===== config.mk =====
export PLATFORM = sky130hd
export DESIGN_NAME = multicycle_csa_sequencer
export DESIGN_NICKNAME = d
export VERILOG_FILES = /design/src/rtl/adder_pkg.sv /design/src/rtl/carry_select_adder_block.sv /design/src/rtl/multicycle_csa_sequencer.sv
export SDC_FILE = /design/constraint.sdc
export NUM_CORES = 1
export LEC_CHECK = 0
export CAP_MARGIN = 20
export CORE_ASPECT_RATIO = 0.75
export CORE_MARGIN = 5
export CORE_UTILIZATION = 35
export CTS_CLUSTER_SIZE = 40
export DETAILED_ROUTE_END_ITERATION = 7
export SYNTH_ARGS = -nofsm -noshare
export SYNTH_HDL_FRONTEND = slang
export SYNTH_SLANG_ARGS = --single-unit

===== constraint.sdc =====
create_clock -name clk -period 5.45 [get_ports clk]
set_input_delay 0.8175 -clock clk [delete_from_list [all_inputs] [get_ports clk]]
set_output_delay 0.8175 -clock clk [all_outputs]
set_load 0.01 [all_outputs]

===== src/rtl/adder_pkg.sv =====
// Shared definitions for the multi-cycle adder: FSM encoding, clog2 helper, chunk-count macro.
`ifndef ADDER_PKG_SV
`define ADDER_PKG_SV

// Number of N-bit chunks in a W-bit operand.
`define ADDER_CHUNKS(w, n) ((w) / (n))

package adder_pkg;

  typedef enum logic [1:0] {
    StIdle = 2'd0,
    StRun  = 2'd1,
    StDone = 2'd2
  } state_e;

  // Ceiling log2; returns 0 for values of 0 or 1.
  function automatic int unsigned clog2(input int unsigned value);
    int unsigned r;
    r = 0;
    for (int i = 0; i < 32; i++) begin
      if ((64'd1 << i) < 64'(value)) r = i + 1;
    end
    return r;
  endfunction

endpackage

`endif


===== src/rtl/carry_select_adder_block.sv =====
// N-bit carry-select adder: both carry-in outcomes are precomputed and the real cin picks one.
module carry_select_adder_block #(
  parameter int unsigned N = 4
) (
  input  logic [N-1:0] a,
  input  logic [N-1:0] b,
  input  logic         cin,
  output logic [N-1:0] sum,
  output logic         cout
);

  logic [N:0] sum0;
  logic [N:0] sum1;

  // Precompute both carry-in cases, then select.
  always_comb begin
    sum0        = {1'b0, a} + {1'b0, b};
    sum1        = {1'b0, a} + {1'b0, b} + {{N{1'b0}}, 1'b1};
    {cout, sum} = cin ? sum1 : sum0;
  end

endmodule


===== src/rtl/multicycle_csa_sequencer.sv =====
// Multi-cycle wide adder: one N-bit carry-select chunk per cycle, LSB first, carry registered
// between chunks. Operands and results use valid/ready handshakes with no overlap.
module multicycle_csa_sequencer
  import adder_pkg::*;
#(
  parameter int unsigned W = 32,
  parameter int unsigned N = 4
) (
  input  logic         clk,
  input  logic         rst_n,
  input  logic         in_valid,
  output logic         in_ready,
  input  logic [W-1:0] in_a,
  input  logic [W-1:0] in_b,
  input  logic         in_cin,
  output logic         out_valid,
  input  logic         out_ready,
  output logic [W-1:0] sum,
  output logic         cout,
  output logic         overflow
);

  localparam int unsigned Chunks  = `ADDER_CHUNKS(W, N);
  localparam int unsigned CntW    = (clog2(Chunks) > 0) ? clog2(Chunks) : 1;
  localparam logic [CntW-1:0] LastCnt = CntW'(Chunks - 1);

  if (((W % N) != 0) || (W < N)) begin : g_bad_params
    $error("multicycle_csa_sequencer: W must be a non-zero multiple of N");
  end

  state_e state_q, state_d;

  logic [W-1:0]    a_sh_q, b_sh_q, sum_sh_q, sum_q;
  logic [W-1:0]    a_next, b_next, sum_sh_next;
  logic [CntW-1:0] cnt_q;
  logic            carry_q, cout_q, overflow_q, sa_q, sb_q;
  logic [N-1:0]    csa_sum;
  logic            csa_cout;
  logic            accept, step, last, ovf_next;

  carry_select_adder_block #(
    .N(N)
  ) u_csa (
    .a   (a_sh_q[N-1:0]),
    .b   (b_sh_q[N-1:0]),
    .cin (carry_q),
    .sum (csa_sum),
    .cout(csa_cout)
  );

  // Shift datapath: operands move down by one chunk, results enter from the top.
  if (Chunks > 1) begin : g_multi
    assign a_next      = {{N{1'b0}}, a_sh_q[W-1:N]};
    assign b_next      = {{N{1'b0}}, b_sh_q[W-1:N]};
    assign sum_sh_next = {csa_sum, sum_sh_q[W-1:N]};
  end else begin : g_single
    assign a_next      = '0;
    assign b_next      = '0;
    assign sum_sh_next = csa_sum;
  end

  assign accept    = in_valid && (state_q == StIdle);
  assign step      = (state_q == StRun);
  assign last      = step && (cnt_q == LastCnt);
  assign ovf_next  = (sa_q == sb_q) && (sum_sh_next[W-1] != sa_q);

  assign in_ready  = (state_q == StIdle);
  assign out_valid = (state_q == StDone);
  assign sum       = sum_q;
  assign cout      = cout_q;
  assign overflow  = overflow_q;

  // FSM state register.
  always_ff @(posedge clk or negedge rst_n) begin
    if (!rst_n) state_q <= StIdle;
    else        state_q <= state_d;
  end

  // Next-state decode; handshakes depend only on registered state.
  always_comb begin
    state_d = state_q;
    unique case (state_q)
      StIdle:  if (in_valid)  state_d = StRun;
      StRun:   if (last)      state_d = StDone;
      StDone:  if (out_ready) state_d = StIdle;
      default:                state_d = StIdle;
    endcase
  end

  // Datapath: load on accept, shift one chunk per RUN cycle, latch outputs on the last chunk.
  always_ff @(posedge clk or negedge rst_n) begin
    if (!rst_n) begin
      a_sh_q     <= '0;
      b_sh_q     <= '0;
      sum_sh_q   <= '0;
      sum_q      <= '0;
      cnt_q      <= '0;
      carry_q    <= 1'b0;
      cout_q     <= 1'b0;
      overflow_q <= 1'b0;
      sa_q       <= 1'b0;
      sb_q       <= 1'b0;
    end else if (accept) begin
      a_sh_q  <= in_a;
      b_sh_q  <= in_b;
      carry_q <= in_cin;
      cnt_q   <= '0;
      sa_q    <= in_a[W-1];
      sb_q    <= in_b[W-1];
    end else if (step) begin
      a_sh_q   <= a_next;
      b_sh_q   <= b_next;
      sum_sh_q <= sum_sh_next;
      carry_q  <= csa_cout;
      cnt_q    <= cnt_q + 1'b1;
      if (last) begin
        sum_q      <= sum_sh_next;
        cout_q     <= csa_cout;
        overflow_q <= ovf_next;
      end
    end
  end

endmodule

==> out/qor_table.md <==
| Item | Reported |
|---|---|
| Run status | completed |
| FF+latch count, synth | 134 |
| Share of cells above drive strength 1 | 6.88% |
| Pin count of the biggest net entering global routing | 86 |
| Number of hold-slack violations in the final timing report | 0 |
| Static power due to leakage | 3.47 nW |
| Switching power | 1.62 mW |
| Post-synth cell types | 38 |
| Worst-path maximum fanout | 85 |
| Comb power frac | 35.9% |
| Horizontal extent of the die | 155 um |
| Flop-to-flop setup slack | 2.82 ns |
| Clock tree root driver cell | sky130_fd_sc_hd__clkbuf_16 |
| RSZ-0062 raised after global routing | no |
| Post-synth EDFFs | 0 |
| Type of origin of the critical path | register |
| Die height | 119 um |
| Number of global-route vias before repair | 4199 |
| GRT Overall Usage | 15.3% |
| Cell types with the largest area share after synthesis | sky130_fd_sc_hd__dfrtp_1 61%, sky130_fd_sc_hd__nand2_1 15%, sky130_fd_sc_hd__a22oi_1 7.7%, sky130_fd_sc_hd__mux2_1 6.1%, sky130_fd_sc_hd__ha_1 1.6% |
| First-pass GRT wire length | 22.7 mm |
| Worst Reg2Reg Path Length in Cells | 6 |
| Worst-margin pin slew | 0.986 ns |
| Leading cell types in the layout, fill and taps excluded | 215 x sky130_fd_sc_hd__nand2_1, 134 x sky130_fd_sc_hd__dfrtp_1, 103 x sky130_fd_sc_hd__clkdlybuf4s50_1, 57 x sky130_fd_sc_hd__a22oi_1, 30 x sky130_fd_sc_hd__mux2_1 |
| Final min period | 2.63 ns |
| Portion of total power attributed to the clock network | 26.1% |
| Fin Setup TNS | 0 ns |
| Clock slew seen by the registers of the worst setup and hold paths | 0.06 ns |
| Synthesized Nets | 610 |
| Area grow syn2layout | 33.2% |
| Dpl hpwl | 9.00 mm |
| Final estimated routing congestion in global placement | 0.758 |
| Number of inserted diodes | 0 |
| Total I/O pin count | 105 |
| Critical path class | register to register |
| Portion of synthesized cell area occupied by the leading cell type | 60.6% |
| Sequential power share | 38.0% |
| Clock tree buffer depth | 2 |
| Critical Path RT | 5.79 ns |
| Final count of pins violating max slew | 0 |
| Post-CTS Repair Setup Buffers | 0 |
| Cts bufs inserted | 17 |
| Maximum clock skew at final layout | 0.00788 ns |
| Crit. End Element | register |
| Average detailed-routed wire length per instance | 16.2 um |
| Final cycle utilization of the critical path | 48.2% |
| Synthesized area per cell | 10.4 um2 |
| Areal power density over the cells | 614 mW/mm2 |
| Avg Vias per Cell | 4.86 |
| Ys flop type | sky130_fd_sc_hd__dfrtp_1 |
| Worst VDD drop | 0.000270 V |
| Final Routed Wirelength | 13.7 mm |
| Net count of the finished layout | 705 |
| Leftover overflow at the end of global routing | 0 |
| RR Startpoint | state_q[0] |
| Router iterations before antenna repair | 5 |
| Final setup violation count | 0 |
| Switching part of the total power | 35.9% |
| Number of antenna-violating nets in the routed design | 0 |
| Portion of the post-synthesis area used by sequential elements | 60.6% |
| Leading cell type in the layout, fill and taps excluded | sky130_fd_sc_hd__nand2_1 |
| IO buf count | 104 |
| Post-synth top area cell | sky130_fd_sc_hd__dfrtp_1 |
| Synth warnings | 0 |
| CTS hold repair buffers | 0 |
| Detailed Route Iter0 Violations | 283 |
| Number of remaining DRC errors | 0 |
| Arr. time, crit path | 2.97 ns |
| Num rows | 39 |
| # Max-Cap Violations | 0 |
| Synthesized area | 0.00553 mm2 |
| Cell Count, Final, Fillers Out | 845 |
| Worst-Skew Late Latency | 0.40 ns |
| Clock tree sinks | 134 |
| Type of the most critical hold path | input pin to asynchronous set/reset pin |
| Core area | 0.0154 mm2 |
| TritonCTS clock tree | built |
| Via count | 4103 |
| Number of instances in the synthesized netlist | 533 |
| Share of flip-flops with an asynchronous set or reset | 100% |
| Design internal power | 2.90 mW |
| Relative max-transition margin | 34.2% |
| Post-layout util | 47.9% |
| Die area | 0.0184 mm2 |
| Cell count after placement | 814 |
| RR Endpoint | a_sh_q[11] |
| Fmax | 381 MHz |
| Resized cells post-CTS | 0 |
| Number of antenna violations at the first check in global routing | 0 |
| H-tree depth | 4 |
| Initial Utilization | 36.0% |
synthesized netlist by cell type, drive strengths merged (2+ instances only):
cell      n
a211oi    3
a21o      2
a21oi     3
a22o      2
a22oi    57
buf      17
clkbuf   16
dfrtp   134
ha        7
mux2     30
nand2   215
nand2b    2
nand4     2
nor2      3
o21ai    19
o31ai     2
or2       2
xnor2     2
power by group through the flow:
| stage | Combinational, mW | Sequential [mW] | Clock, mW |
|---|---|---|---|
| CTS | 1.64 | 1.72 | 1.21 |
| floorplan | 1.03 | 1.69 | 0 |
| global placement | 1.57 | 1.72 | 0 |
| detailed placement | 1.63 | 1.74 | 0 |
| finish | 1.62 | 1.72 | 1.18 |
| global route | 1.83 | 1.78 | 1.25 |
registers in the layout, indices dropped and copies added, names as in the netlist:
signal and count:
a_sh_q 32, b_sh_q 32, carry_q 1, cnt_q 3
cout 1, overflow 1, sa_q 1, sb_q 1
state_q 2, sum 32, sum_sh_q 28
worst max-delay path by stage:
| stage | from | end | cells past startpoint |
|---|---|---|---|
| CTS | state_q[0] | a_sh_q[11] | 6 |
| finish | state_q[0] | a_sh_q[11] | 6 |
| global placement | in_valid | a_sh_q[18] | 6 |
| floorplan | a_sh_q[0] | carry_q | 7 |
| global route | state_q[0] | a_sh_q[18] | 6 |
| detailed placement | in_valid | a_sh_q[11] | 6 |
cells by family (layout without fill, tap and decap cells):
family | Yosys count | count (layout) | share of synthesized area, %
XOR/XNOR | 2 | 2 | 0.317
flip-flops | 134 | 134 | 60.6
buffers and inverters | 34 | 141 | 2.49
adder cells (fa/ha/maj) | 8 | 8 | 1.95
multiplexers | 31 | 31 | 6.29
AND/OR/NAND/NOR | 231 | 231 | 16.5
AO/OA/AOI/OAI | 93 | 93 | 11.9
through the flow:
step	setup WS (ns)	power, mW	hold WS, ns	area (um2)
5_1_grt	2.66	4.86	0.497	7370
3_5_place_dp	2.71	3.37	0.463	6750
6_report	2.82	4.52	0.436	7370
3_3_place_gp	2.73	3.29	0.456	6750
4_1_cts	2.84	4.58	0.470	7370
2_1_floorplan	3.28	2.72	0.439	5530
worst max-delay path: stages, from the launching register on:
cell and delay, ns:
sky130_fd_sc_hd__dfrtp_1 0.47, sky130_fd_sc_hd__and2b_2 0.23, sky130_fd_sc_hd__buf_4 0.36, sky130_fd_sc_hd__nor2_4 0.85, sky130_fd_sc_hd__buf_4 0.40, sky130_fd_sc_hd__nand2_1 0.09
sky130_fd_sc_hd__nand2_1 0.08
final cells by class:
type                            count  area (um2)
Sequential cell                   134        3350
Fill cell                        1436        8000
Multi-Input combinational cell    365        2060
Timing Repair Buffer              109        1080
Tap cell                          205         256
Clock buffer                       20         467
Inverter                            1        3.75
Clock inverter                     11         150
routing by layer:
| metal | vias to the layer above | wire length, um | global-route usage (%) |
|---|---|---|---|
| li1 | 2001 | - | - |
| met1 | 1996 | 6720 | 23.0 |
| met2 | 100 | 6190 | 22.3 |
| met3 | 6 | 669 | 3.92 |
| met4 | 0 | 78 | 3.81 |
| met5 | - | 0 | 0 |
Power figures use the tool's default switching activity.
